**src/rtl/branch_defs.sv**
```systemverilog
// Shared core branch definitions: ID width, tracker depth, FSM encodings and
// the per-entry record used by the commit branch tracker.
package branch_defs;

    localparam int BID_W = 4;
    localparam int DEPTH = 4;
    localparam int PTR_W = 2;
    localparam int CNT_W = 3;

    localparam logic [CNT_W-1:0] CNT_FULL = 3'd4;

    typedef enum logic [0:0] {
        ST_RUN     = 1'b0,
        ST_RECOVER = 1'b1
    } trk_state_e;

    typedef struct packed {
        logic             valid;
        logic [BID_W-1:0] bid;
        logic             resolved;
        logic             mispredict;
    } entry_t;

    // Circular pointer advance; the natural 2-bit wrap gives modulo-4.
    function automatic logic [PTR_W-1:0] ptr_inc(input logic [PTR_W-1:0] p);
        return p + 2'd1;
    endfunction

endpackage

```
**src/rtl/commit_branch_entry.sv**
```systemverilog
// One tracker slot: holds a branch record and resolves it when execute
// reports a matching branch ID.
module commit_branch_entry
    import branch_defs::*;
(
    input  logic             clk,
    input  logic             reset,
    input  logic             clear,
    input  logic             deq,
    input  logic             alloc_we,
    input  logic [BID_W-1:0] alloc_bid,
    input  logic             res_valid,
    input  logic [BID_W-1:0] res_bid,
    input  logic             res_mispredict,
    output entry_t           entry
);

    entry_t entry_d;
    entry_t entry_q;
    logic   hit_s;

    // Next slot contents: flush/dequeue beat allocation, which beats resolution.
    always_comb begin
        entry_d = entry_q;
        hit_s   = res_valid && entry_q.valid && (entry_q.bid == res_bid);
        if (clear || deq) begin
            entry_d = '0;
        end else if (alloc_we) begin
            entry_d.valid      = 1'b1;
            entry_d.bid        = alloc_bid;
            entry_d.resolved   = 1'b0;
            entry_d.mispredict = 1'b0;
        end else if (hit_s) begin
            entry_d.resolved   = 1'b1;
            entry_d.mispredict = res_mispredict;
        end else begin
            entry_d = entry_q;
        end
    end

    // Slot storage register with synchronous reset.
    always_ff @(posedge clk) begin
        if (reset) begin
            entry_q <= '0;
        end else begin
            entry_q <= entry_d;
        end
    end

    assign entry = entry_q;

endmodule

```
**src/rtl/commit_branch_tracker.sv**
```systemverilog
// In-order tracker of predicted branches between decode and commit. Emits a
// commit pulse per retired branch and an override pulse plus a one-cycle
// recovery window when a mispredicted branch retires.
module commit_branch_tracker
    import branch_defs::*;
(
    input  logic             clk,
    input  logic             reset,
    input  logic             snoop_hit,
    input  logic             en_alloc,
    input  logic             bp_valid,
    input  logic [BID_W-1:0] bp_bid,
    input  logic             ex_valid,
    input  logic [BID_W-1:0] ex_bid,
    input  logic             ex_mispredict,
    input  logic             commit_ready,
    output logic             bc_valid,
    output logic [BID_W-1:0] bc_bid,
    output logic             bco_valid,
    output logic             alloc_readyn,
    output logic [CNT_W-1:0] count
);

    trk_state_e       state_q, state_d;
    logic [PTR_W-1:0] head_q, head_d, tail_q, tail_d;
    logic [CNT_W-1:0] count_q, count_d;
    logic             bc_valid_q, bc_valid_d;
    logic             bco_valid_q, bco_valid_d;
    logic [BID_W-1:0] bc_bid_q, bc_bid_d;
    logic             alloc_readyn_q, alloc_readyn_d;

    entry_t           ent_s [DEPTH];
    entry_t           head_ent_s;
    logic [DEPTH-1:0] alloc_we_s;
    logic [DEPTH-1:0] deq_s;
    logic             clear_s;
    logic             res_valid_s;
    logic             run_s;
    logic             alloc_ok_s;
    logic             commit_s;

    for (genvar g = 0; g < DEPTH; g++) begin : g_entry
        commit_branch_entry u_entry (
            .clk            (clk),
            .reset          (reset),
            .clear          (clear_s),
            .deq            (deq_s[g]),
            .alloc_we       (alloc_we_s[g]),
            .alloc_bid      (bp_bid),
            .res_valid      (res_valid_s),
            .res_bid        (ex_bid),
            .res_mispredict (ex_mispredict),
            .entry          (ent_s[g])
        );
    end

    // Next-state/output logic: snoop flush > mispredict commit > recovery > normal.
    always_comb begin
        state_d     = state_q;
        head_d      = head_q;
        tail_d      = tail_q;
        count_d     = count_q;
        bc_valid_d  = 1'b0;
        bco_valid_d = 1'b0;
        bc_bid_d    = bc_bid_q;
        clear_s     = 1'b0;
        res_valid_s = 1'b0;
        alloc_we_s  = '0;
        deq_s       = '0;

        head_ent_s = ent_s[head_q];
        run_s      = (state_q == ST_RUN);
        // The full flag comes from the register, so a commit in the same
        // cycle cannot free a slot for an allocation.
        alloc_ok_s = run_s && en_alloc && bp_valid && !alloc_readyn_q;
        commit_s   = run_s && head_ent_s.valid && head_ent_s.resolved && commit_ready;

        if (snoop_hit) begin
            clear_s = 1'b1;
            head_d  = 2'd0;
            tail_d  = 2'd0;
            count_d = 3'd0;
            state_d = ST_RUN;
        end else if (commit_s && head_ent_s.mispredict) begin
            bc_valid_d  = 1'b1;
            bco_valid_d = 1'b1;
            bc_bid_d    = head_ent_s.bid;
            clear_s     = 1'b1;
            head_d      = 2'd0;
            tail_d      = 2'd0;
            count_d     = 3'd0;
            state_d     = ST_RECOVER;
        end else if (!run_s) begin
            state_d = ST_RUN;
        end else begin
            res_valid_s = ex_valid;
            if (commit_s) begin
                bc_valid_d    = 1'b1;
                bc_bid_d      = head_ent_s.bid;
                deq_s[head_q] = 1'b1;
                head_d        = ptr_inc(head_q);
            end else begin
                head_d = head_q;
            end
            if (alloc_ok_s) begin
                alloc_we_s[tail_q] = 1'b1;
                tail_d             = ptr_inc(tail_q);
            end else begin
                tail_d = tail_q;
            end
            count_d = count_q + {2'b00, alloc_ok_s} - {2'b00, commit_s};
        end

        alloc_readyn_d = (count_d == CNT_FULL) || (state_d == ST_RECOVER);
    end

    // Control and output registers with synchronous reset.
    always_ff @(posedge clk) begin
        if (reset) begin
            state_q        <= ST_RUN;
            head_q         <= 2'd0;
            tail_q         <= 2'd0;
            count_q        <= 3'd0;
            bc_valid_q     <= 1'b0;
            bco_valid_q    <= 1'b0;
            bc_bid_q       <= 4'd0;
            alloc_readyn_q <= 1'b0;
        end else begin
            state_q        <= state_d;
            head_q         <= head_d;
            tail_q         <= tail_d;
            count_q        <= count_d;
            bc_valid_q     <= bc_valid_d;
            bco_valid_q    <= bco_valid_d;
            bc_bid_q       <= bc_bid_d;
            alloc_readyn_q <= alloc_readyn_d;
        end
    end

    assign bc_valid     = bc_valid_q;
    assign bco_valid    = bco_valid_q;
    assign bc_bid       = bc_bid_q;
    assign alloc_readyn = alloc_readyn_q;
    assign count        = count_q;

endmodule

```
**config.mk**
```make
export PLATFORM = sky130hd
export DESIGN_NAME = commit_branch_tracker
export DESIGN_NICKNAME = d
export VERILOG_FILES = /design/src/rtl/branch_defs.sv /design/src/rtl/commit_branch_entry.sv /design/src/rtl/commit_branch_tracker.sv
export SDC_FILE = /design/constraint.sdc
export NUM_CORES = 1
export LEC_CHECK = 0
export ABC_AREA = 1
export BUFFER_PORTS_ARGS = -buffer_cell sky130_fd_sc_hd__buf_2
export CAP_MARGIN = 20
export CELL_PAD_IN_SITES_DETAIL_PLACEMENT = 2
export CELL_PAD_IN_SITES_GLOBAL_PLACEMENT = 2
export CORE_MARGIN = 3
export CORE_UTILIZATION = 35
export DETAILED_ROUTE_END_ITERATION = 6
export MAX_ROUTING_LAYER = met4
export PLACE_DENSITY_LB_ADDON = 0.15
export SYNTH_ARGS = -nofsm -noshare
export SYNTH_HDL_FRONTEND = slang
export SYNTH_SLANG_ARGS = --single-unit
```
**constraint.sdc**
```tcl
create_clock -name clk -period 5 [get_ports clk]
set_input_delay 0.5 -clock clk [delete_from_list [all_inputs] [get_ports clk]]
set_output_delay 0.5 -clock clk [all_outputs]
set_load 0.05 [all_outputs]
```
==> metrics.cfg, run 1 <==
[outcome]
status=complete, no violations

[layout]
post-route-cell-area_um2=2484
area_growth_pct=11.96
layout_commonest_cell=nand2_1
nNetsFinal=367
layout_common_cells=79 x nand2_1, 42 x dfxtp_1, 38 x nor2_1, 37 x inv_1, 28 x a21oi_1
n_fill_cell=759
n_antenna_cell=0
drive_gt1_share_pct=13.82

[sta]
fin_crit_ns=3.186
hold_viol_final=0
setup_viol=0
max_slew_margin_pct=62.84
rsz0062_at_grt=no
skew_ns=0.008054
slew_violations=0
fin_crit_sh_pct=63.73
fin_tns_setup_ns=0
fmax_ghz=0.3138
fin_ws_ns=1.814
tightest_slew_ns=0.5567

[placement]
gp_congestion=0.8024
portBuffers=25
placed_area_um2=2407
post-dp-hpwl_mm=5.742
pre_cts_ws_ns=1.848

[clock_tree]
cts-buffers-inserted=5
htree_levels=2
hold_buffers=0
cts_tree=done
cts_sinks=42
worstSkewPairLatency_ns=0.30
cts_setup_buffers=0
cts_resized=0
clkTransAtPathRegs_ns=0.08
clock_path_buffers=2
cts-root-buf=clkbuf_8

[yosys]
syn_area_um2=2218
ys_ff_latch=42
syn-num-nets=341
syn_inst=314
avgSynthCellArea_um2=7.065
synth-warning-count=0
synth_cell_type_count=24
yosysSeqAreaShare_pct=37.90

[route]
wl_mm=7.216
via_per_inst=5.101
vias=2117
dr.pass1.iters=4
detail-route-antenna-nets=0
drc=0
drtIter0Drc=86
drt-wirelength-per-cell_um=17.39

[critical_path]
critPathMaxStageDelay_ns=0.68
crit_arrival_ns=3.41
timing_worst_setup_path_type=reg -> reg
end_kind=flip-flop
cp_max_fo=16
cp_common_cell=nand3_2
path_cells=inv_2, nand3_2, nand3_2, nand3_2, inv_2, ha_1, inv_1, ha_1, fa_1, a21oi_1, o21ai_0, xor2_1, nor2_1, nand3_1, o21ai_0
required_ns=5.22
worst_setup_path_start_kind=flip-flop
crit_path_top_delay_cell=dfxtp_1

[grt]
grt_pass1_wl_mm=11.89
grt_pass1_vias=2280
gr-total-overflow=0
gr-usage-all-layers_pct=21.45
grt_max_degree=17
grt_antenna_before_repair=0

[power_and_ir_drop]
p_per_area_nw_per_um2=240.3
p_leak_nw=1.031
vdd_ir_drop_max_uv=116.8

[die]
die_w_um=85.61
rows=28
die_area_um2=7329
start_util_pct=36.81
core_um2=6026
fp.dieH_um=85.61
ios=26

[min_path]
min_path_type=in -> reg

[flow_run]
cap_violations=0

-- final cells by class --
cell class              instances  area (um^2)  share of cell area, %
repair buffers                 25        125.1                  5.038
inverters                      40        150.1                  6.045
flip-flops and latches         42        840.8                  33.85
well taps                      75        93.84                  3.778
clock buffers                   7        76.32                  3.073
multi-input cells             226         1197                  48.21
-- per-layer routing --
metal  share of wire [%]  wire length (um)  vias up  GRT usage (%)
met3                 2.3               166        7          2.882
met4                 1.6               114        0          5.899
met5                   0                 0        -              -
li1                    -                 -     1042              -
met1                  44              3198     1043          25.75
met2                  52              3736       25          37.57
-- path summary, 6_finish.rpt --
| kind | slack [ns] | cells after the start | end | from |
|---|---|---|---|---|
| worst max-delay path | 1.81 | 15 | alloc_readyn | head_q[0] |
| worst min-delay path | 0.42 | 2 | count[0] | reset |
| worst max register to register | 1.81 | 15 | alloc_readyn | head_q[0] |
| worst min register to register | 0.48 | 2 | g_entry[0].u_entry.entry[2] | g_entry[0].u_entry.entry[2] |
-- sequential cells by signal, indices dropped and copies added (netlist names) --
signal                 count
tail_q                     2
bc_valid                   1
bco_valid                  1
alloc_readyn               1
bc_bid                     4
g_entry.u_entry.entry     28
head_q                     2
count                      3
-- synthesized netlist by cell type, drive strengths merged --
library cell,instances,area share [%]
a21oi,28,6.3
a31oi,4,1.1
and3,1,0.28
buf,1,0.51
clkbuf,5,0.85
dfxtp,42,38
fa,1,0.90
ha,10,5.6
inv,40,6.8
mux2,1,0.51
nand2,80,14
nand3,20,5.4
nand4,6,2.4
nor2,44,8.3
o21ai,16,3.6
or2,1,0.28
xnor2,13,5.1
xor2,1,0.39
-- through the flow --
stage | std cells | util (%) | power [mW] | hold WS (ns)
floorplan | 314 | - | 0.3714 | 0.4409
CTS | 415 | 41.22 | 0.6054 | 0.4153
detailed placement | 408 | 39.95 | 0.3916 | 0.4713
global route | 415 | 41.22 | 0.6229 | 0.4279
global placement | 408 | 39.95 | 0.3901 | 0.4567
finish | 415 | 41.22 | 0.5968 | 0.4222
-- critical path: cells and delay by family (launching register included) --
family          cells  cell delay [ns]
fa+ha+maj           3             0.85
flops               1             0.68
simple gates        5             0.65
buf+inv             3             0.39
compound gates      3             0.37
xor+xnor            1             0.16
-- logic make-up (layout without fill, tap and decap cells) --
family,count (synthesis),count (layout),synth area share [%]
DFF,42,42,37.90
buffers and inverters,46,72,8.122
and+or+nand+nor,152,152,30.34
muxes,1,1,0.5076
AOI/OAI and AO/OA,48,48,11.05
adders and majority gates,11,11,6.543
xor gates and xnor gates,14,14,5.527
-- report_power, final --
part | switching [mW] | internal [mW]
logic | 0.0321 | 0.0151
registers | 0.00131 | 0.336
clock network | 0.116 | 0.0964
total | 0.150 | 0.447
(Power assumes the default switching activity.)
==> run 2, diff against run 1 <==
--- a/config.mk
+++ b/config.mk
@@ -11,7 +11,7 @@
 export CELL_PAD_IN_SITES_DETAIL_PLACEMENT = 2
 export CELL_PAD_IN_SITES_GLOBAL_PLACEMENT = 2
 export CORE_MARGIN = 3
-export CORE_UTILIZATION = 35
+export CORE_UTILIZATION = 29
 export DETAILED_ROUTE_END_ITERATION = 6
 export MAX_ROUTING_LAYER = met4
 export PLACE_DENSITY_LB_ADDON = 0.15
==> constraint.sdc (replaced) <==
create_clock -name clk -period 2.55 [get_ports clk]
set_input_delay 0.255 -clock clk [delete_from_list [all_inputs] [get_ports clk]]
set_output_delay 0.255 -clock clk [all_outputs]
set_load 0.05 [all_outputs]
==> run 2 against run 1 <==
Critical path depth did not move. Power up 140%. Via count increased by 1.4%. Non-clock buffer count up 10. Die area up 19%. Routed wire length down 1.4%. Design area increased by 7.4%. Sequential cell count unchanged. Largest cell class unchanged.
==> metrics.cfg, run 2 (synthesis gave the netlist of run 1 again) <==
[sta]
fmax_ghz=0.4283  ; was 0.3138 GHz
fin_crit_sh_pct=91.57  ; was 63.73%
max_slew_margin_pct=67.34  ; was 62.84%
slew_violations=0  ; unchanged
hold_viol_final=0  ; unchanged
fin_crit_ns=2.335  ; was 3.186 ns
setup_viol=0  ; unchanged
skew_ns=0.004329  ; was 0.008054 ns
rsz0062_at_grt=no  ; unchanged
tightest_slew_ns=0.4881  ; was 0.5567 ns

[power_and_ir_drop]
p_leak_nw=1.115  ; was 1.031 nW
p_per_area_nw_per_um2=537.0  ; was 240.3 nW/um^2
finalPower_mw=1.432  ; was 596.8 uW
vdd_ir_drop_max_uv=190.3  ; was 116.8 uV

[min_path]
worstHoldStart=reset  ; unchanged
min_path_type=in -> reg  ; unchanged

[outcome]
status=complete, no violations  ; unchanged

[critical_path]
ff2ff_setup_slack_ns=0.22  ; was 1.81 ns
cp-startpoint=head_q[0]  ; unchanged
timing_worst_setup_path_type=reg -> reg  ; unchanged
required_ns=2.78  ; was 5.22 ns
rr_endpoint=alloc_readyn  ; unchanged
r2r-start=head_q[0]  ; unchanged
r2r_cells=15  ; unchanged
end_kind=flip-flop  ; unchanged
crit_arrival_ns=2.56  ; was 3.41 ns
cp_max_fo=6  ; was 16
worst_setup_path_start_kind=flip-flop  ; unchanged
crit_end=alloc_readyn  ; unchanged

[grt]
grt_pass1_wl_mm=11.74  ; was 11.89 mm
gr-total-overflow=0  ; unchanged
grt_max_degree=14  ; was 17
gr-usage-all-layers_pct=18.05  ; was 21.45%
grt_antenna_before_repair=0  ; unchanged
grt_pass1_vias=2303  ; was 2,280

[route]
detail-route-antenna-nets=0  ; unchanged
vias=2146  ; was 2,117
wl_mm=7.114  ; was 7.216 mm
dr.pass1.iters=4  ; unchanged
via_per_inst=4.769  ; was 5.101
drc=0  ; unchanged
drt-wirelength-per-cell_um=15.81  ; was 17.39 um
drtIter0Drc=77  ; was 86

[layout]
drive_gt1_share_pct=18.52  ; was 13.82%
post-route-util_pct=36.39  ; was 41.22%
seq_area_um2=847.1  ; was 840.8 um^2
area_growth_pct=20.25  ; was 11.96%
layout_common_cells=79 x nand2_1, 39 x dfxtp_1, 38 x nor2_1, 37 x inv_1, 27 x a21oi_1  ; was 79 x nand2_1, 42 x dfxtp_1, 38 x nor2_1, 37 x inv_1, 28 x a21oi_1
post-route-cell-area_um2=2668  ; was 2484 um^2
n_fill_cell=872  ; was 759
multi_input_area_um2=1204  ; was 1197 um^2
layout_commonest_cell=nand2_1  ; unchanged
n_antenna_cell=0  ; unchanged
largest_reg_flops=28  ; unchanged
nNetsFinal=377  ; was 367

[clock_tree]
clkTransAtPathRegs_ns=0.09  ; was 0.08 ns
cts-root-buf=clkbuf_8  ; unchanged
worstSkewPairLatency_ns=0.31  ; was 0.30 ns
cts_sinks=42  ; unchanged
htree_levels=2  ; unchanged
hold_buffers=0  ; unchanged
cts_tree=done  ; unchanged
clock_path_buffers=2  ; unchanged
cts-buffers-inserted=5  ; unchanged

[die]
core_um2=7331  ; was 6026 um^2
ios=26  ; unchanged
fp.dieH_um=93.46  ; was 85.61 um
rows=31  ; was 28
die_area_um2=8735  ; was 7329 um^2
die_w_um=93.46  ; was 85.61 um
start_util_pct=30.26  ; was 36.81%

[placement]
placed_area_um2=2500  ; was 2407 um^2
portBuffers=25  ; unchanged
gp_congestion=0.7691  ; was 0.8024
post-dp-hpwl_mm=5.756  ; was 5.742 mm

[flow_run]
cap_violations=0  ; unchanged

run 2: where the power goes:
part / switching [mW] / internal, mW / leakage, nW
clock network: 0.264 / 0.418 / 0.0714
logic: 0.0600 / 0.0305 / 0.704
registers: 0.00261 / 0.657 / 0.340
total: 0.327 / 1.11 / 1.12
run 2: metal layers:
| metal | wire [um] | track usage, % |
|---|---|---|
| met3 | 166 | 3.057 |
| met5 | 0 | - |
| met1 | 3282 | 21.75 |
| met4 | 110 | 5.128 |
| met2 | 3554 | 30.97 |
run 2: area by class of cell:
class,instances,share of cell area (%)
Multi-Input combinational cell,226,45.12
Sequential cell,42,31.75
Timing Repair Buffer,35,7.505
Inverter,40,5.629
Tap cell,99,4.644
Clock buffer,6,3.096
Clock inverter,2,2.251
run 2: worst min path at each step:
stage               cells past startpoint                           to  slack, ns
global route                            2                     count[0]       0.16
global placement                        2  g_entry[0].u_entry.entry[2]       0.45
floorplan                               1                     count[0]       0.33
finish                                  2                     count[0]       0.15
detailed placement                      2                     count[0]       0.47
CTS                                     2                     count[0]       0.14
run 2: timing repair:
item                       in CTS  in global routing
buffers inserted                0                  2
gates cloned                    0                  0
resized for setup               1                  4
pin swaps                       0                  1
hold endpoints to repair        0                  0
setup endpoints to repair       1                  1
run 2: through the flow:
step | std cells | hold slack (ns) | TNS (ns) | setup WS, ns
global placement | 440 | 0.4541 | 0 | 0.09779
global route | 450 | 0.1611 | 0 | 0.01837
CTS | 448 | 0.1379 | 0 | 0.04146
finish | 450 | 0.1452 | 0 | 0.2150
floorplan | 314 | 0.3274 | 0 | 0.04103
detailed placement | 440 | 0.4692 | -0.01681 | -0.01681
run 2: critical path: stages (launching register included):
cell and delay [ns]:
dfxtp_4 0.38, inv_2 0.07, nand3_1 0.09, nand3_2 0.11, nand3_2 0.10, inv_2 0.04, ha_1 0.27, inv_1 0.04
ha_1 0.18, fa_2 0.35, a21oi_2 0.13, o21ai_1 0.08, xor2_1 0.14, nor2_1 0.12, nand3_1 0.09, o21ai_0 0.08
==> run 3, diff against run 2 <==
--- a/config.mk
+++ b/config.mk
@@ -10,11 +10,12 @@
 export CAP_MARGIN = 20
 export CELL_PAD_IN_SITES_DETAIL_PLACEMENT = 2
 export CELL_PAD_IN_SITES_GLOBAL_PLACEMENT = 2
-export CORE_MARGIN = 3
-export CORE_UTILIZATION = 29
+export CORE_MARGIN = 1
+export CORE_UTILIZATION = 30
 export DETAILED_ROUTE_END_ITERATION = 6
 export MAX_ROUTING_LAYER = met4
 export PLACE_DENSITY_LB_ADDON = 0.15
 export SYNTH_ARGS = -nofsm -noshare
 export SYNTH_HDL_FRONTEND = slang
+export SYNTH_HIERARCHICAL = 1
 export SYNTH_SLANG_ARGS = --single-unit
==> run 3 against run 2 <==
Count of clock-buffer cells in the layout is 1 lower. Critical path depth shrank 1. Register-to-register slack got worse by 0.04 ns. Sequential cell count unchanged. Final cell count is 14% higher. Largest cell class unchanged.
==> metrics.cfg, run 3 <==
[critical_path]
cp_max_fo=7  ; was 6
r2r-start=head_q[0]  ; unchanged
crit_arrival_ns=2.58  ; was 2.56 ns
worst_setup_path_start_kind=flip-flop  ; unchanged
end_kind=flip-flop  ; unchanged
r2r_cells=14  ; was 15
timing_worst_setup_path_type=reg -> reg  ; unchanged
required_ns=2.75  ; was 2.78 ns
ff2ff_setup_slack_ns=0.18  ; was 0.22 ns
rr_endpoint=alloc_readyn  ; unchanged

[min_path]
worstHoldStart=reset  ; unchanged
min_path_type=in -> reg  ; unchanged
whs_path_depth=2  ; unchanged
hold_end=bc_valid  ; was count[0]

[clock_tree]
clock_path_buffers=2  ; unchanged
hold_buffers=0  ; unchanged
cts_tree=done  ; unchanged
clkTransAtPathRegs_ns=0.09  ; about the same
cts_sinks=42  ; unchanged
htree_levels=2  ; unchanged
cts-buffers-inserted=5  ; unchanged
cts-root-buf=clkbuf_8  ; unchanged
worstSkewPairLatency_ns=0.30  ; was 0.31 ns

[layout]
largest_reg_flops=28  ; unchanged
layout_common_cells=92 x nor2_1, 66 x nand2_1, 56 x inv_1, 39 x dfxtp_1  ; was 79 x nand2_1, 39 x dfxtp_1, 38 x nor2_1, 37 x inv_1, 27 x a21oi_1
drive_gt1_share_pct=20.59  ; was 18.52%
nNetsFinal=434  ; was 377
area_growth_pct=15.11  ; was 20.25%
n_fill_cell=1010  ; was 872
layout_commonest_cell=nor2_1  ; was nand2_1
n_antenna_cell=0  ; unchanged

[sta]
slew_violations=0  ; unchanged
max_slew_margin_pct=76.22  ; was 67.34%
fin_crit_ns=2.372  ; was 2.335 ns
setup_viol=0  ; unchanged
fmax_ghz=0.4216  ; was 0.4283 GHz
skew_ns=0.004600  ; was 0.004329 ns
rsz0062_at_grt=no  ; unchanged
fin_crit_sh_pct=93.02  ; was 91.57%
hold_ws_ns=0.2352  ; was 0.1452 ns
tightest_slew_ns=0.3554  ; was 0.4881 ns
fin_ws_ns=0.1779  ; was 0.2150 ns
hold_viol_final=0  ; unchanged

[route]
drtIter0Drc=55  ; was 77
dr.pass1.iters=4  ; unchanged
drc=0  ; unchanged
via_per_inst=4.659  ; was 4.769
drt-wirelength-per-cell_um=15.24  ; was 15.81 um
vias=2390  ; was 2,146
detail-route-antenna-nets=0  ; unchanged
wl_mm=7.819  ; was 7.114 mm

[yosys]
synth-async-reset-ratio_pct=0  ; unchanged
synth.largest_area_cell=dfxtp_1  ; unchanged
avgSynthCellArea_um2=6.853  ; was 7.065 um^2
syn_area_um2=2542  ; was 2218 um^2
synth_compound_area_share_pct=10.73  ; was 11.05%
synthTopCellsByCount=92 x nor2_1, 66 x nand2_1, 56 x inv_1  ; was 79 x nand2_1, 42 x dfxtp_1, 38 x nor2_1
synth_edf_count=0  ; unchanged
synth_mux_area_share_pct=0  ; was 0.5076%
yosys.area.top_type_share_pct=33.07  ; was 37.90%
synth-warning-count=6  ; was 0
synthFlopType=dfxtp_1  ; unchanged
synth_cell_type_count=26  ; was 24
synthSimpleGateAreaFrac_pct=35.88  ; was 30.34%
ys_ff_latch=42  ; unchanged
yosysSeqAreaShare_pct=33.07  ; was 37.90%
synth_top_family_by_area=simple AND/OR/NAND/NOR gates  ; unchanged
synth_xor_area_share_pct=0.6890  ; was 5.527%
yosys.area_share.adder_pct=5.709  ; was 6.543%
synth_area_leaders=dfxtp_1 33%, nor2_1 14%, nand2_1 9.7%  ; was dfxtp_1 38%, nand2_1 13%, nor2_1 6.4%
yosysMostFrequentCell=nor2_1  ; was nand2_1
syn_inst=371  ; was 314
syn-num-nets=398  ; was 341

[grt]
gr-usage-all-layers_pct=19.80  ; was 18.05%
grt_pass1_vias=2467  ; was 2,303
grt_pass1_wl_mm=12.62  ; was 11.74 mm
gr-total-overflow=0  ; unchanged
grt_max_degree=15  ; was 14
grt_antenna_before_repair=0  ; unchanged

[die]
rows=33  ; was 31
die_area_um2=8847  ; was 8735 um^2
fp.dieH_um=94.06  ; was 93.46 um
core_um2=8217  ; was 7331 um^2
ios=26  ; unchanged
die_w_um=94.06  ; was 93.46 um
start_util_pct=30.94  ; was 30.26%

[placement]
portBuffers=25  ; unchanged
post-dp-hpwl_mm=6.353  ; was 5.756 mm
pre_cts_ws_ns=-0.05006  ; was -0.01681 ns
gp_congestion=0.8264  ; was 0.7691

[power_and_ir_drop]
p_per_area_nw_per_um2=452.8  ; was 537.0 nW/um^2
p_leak_nw=1.335  ; was 1.115 nW
vdd_ir_drop_max_uv=167.3  ; was 190.3 uV
finalPower_mw=1.325  ; was 1.432 mW

[flow_run]
cap_violations=0  ; unchanged

[outcome]
status=complete, no violations  ; unchanged

run 3: kinds of logic (layout without fill, tap and decap cells):
| logic type | Yosys count | after routing |
|---|---|---|
| buffers and inverters | 74 | 111 |
| XOR/XNOR | 2 | 2 |
| AO/OA/AOI/OAI | 48 | 48 |
| adder cells (fa/ha/maj) | 11 | 11 |
| flip-flops | 42 | 42 |
| AND/OR/NAND/NOR | 194 | 194 |
run 3: worst max-delay path by stage:
stage,start,endpoint,slack [ns],cells after the start
2_1_floorplan,head_q[0],alloc_readyn,0.12,15
3_3_place_gp,head_q[0],alloc_readyn,0.13,14
3_5_place_dp,head_q[0],alloc_readyn,-0.05,14
4_1_cts,head_q[1],alloc_readyn,0.01,12
5_1_grt,head_q[0],alloc_readyn,0.02,17
6_report,head_q[0],alloc_readyn,0.18,14
run 3: area by class of cell:
type | instances | area, um^2 | share of cell area [%]
flip-flops and latches | 42 | 847.1 | 28.94
well taps | 105 | 131.4 | 4.489
clock buffers | 5 | 68.82 | 2.351
multi-input cells | 255 | 1361 | 46.52
repair buffers | 40 | 237.7 | 8.123
clock inverters | 3 | 43.79 | 1.496
inverters | 63 | 236.5 | 8.080
run 3: metal layers:
layer	up-vias	track usage, %	share of wire, %
met5	-	-	0
met4	0	4.615	0.97
met3	7	2.751	1.5
met2	14	33.88	49
met1	1160	24.61	49
li1	1209	-	-
run 3: metrics by stage:
stage	setup TNS, ns	std cells	util (%)	cell area [um^2]
6_report	0	513	35.62	2927
5_1_grt	0	513	35.62	2927
4_1_cts	0	513	35.40	2909
3_5_place_dp	-0.05006	505	34.02	2795
3_3_place_gp	0	505	34.02	2795
2_1_floorplan	0	371	-	2544
run 3: critical path, stage by stage, from the launching register on:
cell	delay, ns
dfxtp_4	0.39
inv_2	0.07
nand3_1	0.09
nand3_2	0.11
nand3_4	0.12
inv_2	0.07
ha_1	0.28
inv_1	0.05
ha_1	0.19
fa_2	0.52
inv_1	0.05
o21ai_2	0.13
nor2_1	0.07
nand4_1	0.09
nand2_1	0.05
run 3: timing repair:
action | 4_1_cts | 5_1_grt
gates resized for setup | 1 | 6
buffers inserted | 0 | 0
endpoints found under the setup margin | 1 | 4
cloned | 0 | 0
run 3: power by group:
part | leakage [nW] | total (mW) | internal [mW] | switching, mW
Combinational | 0.936 | 0.116 | 0.0408 | 0.0750
Clock | 0.0585 | 0.549 | 0.294 | 0.256
Sequential | 0.340 | 0.660 | 0.657 | 0.00285
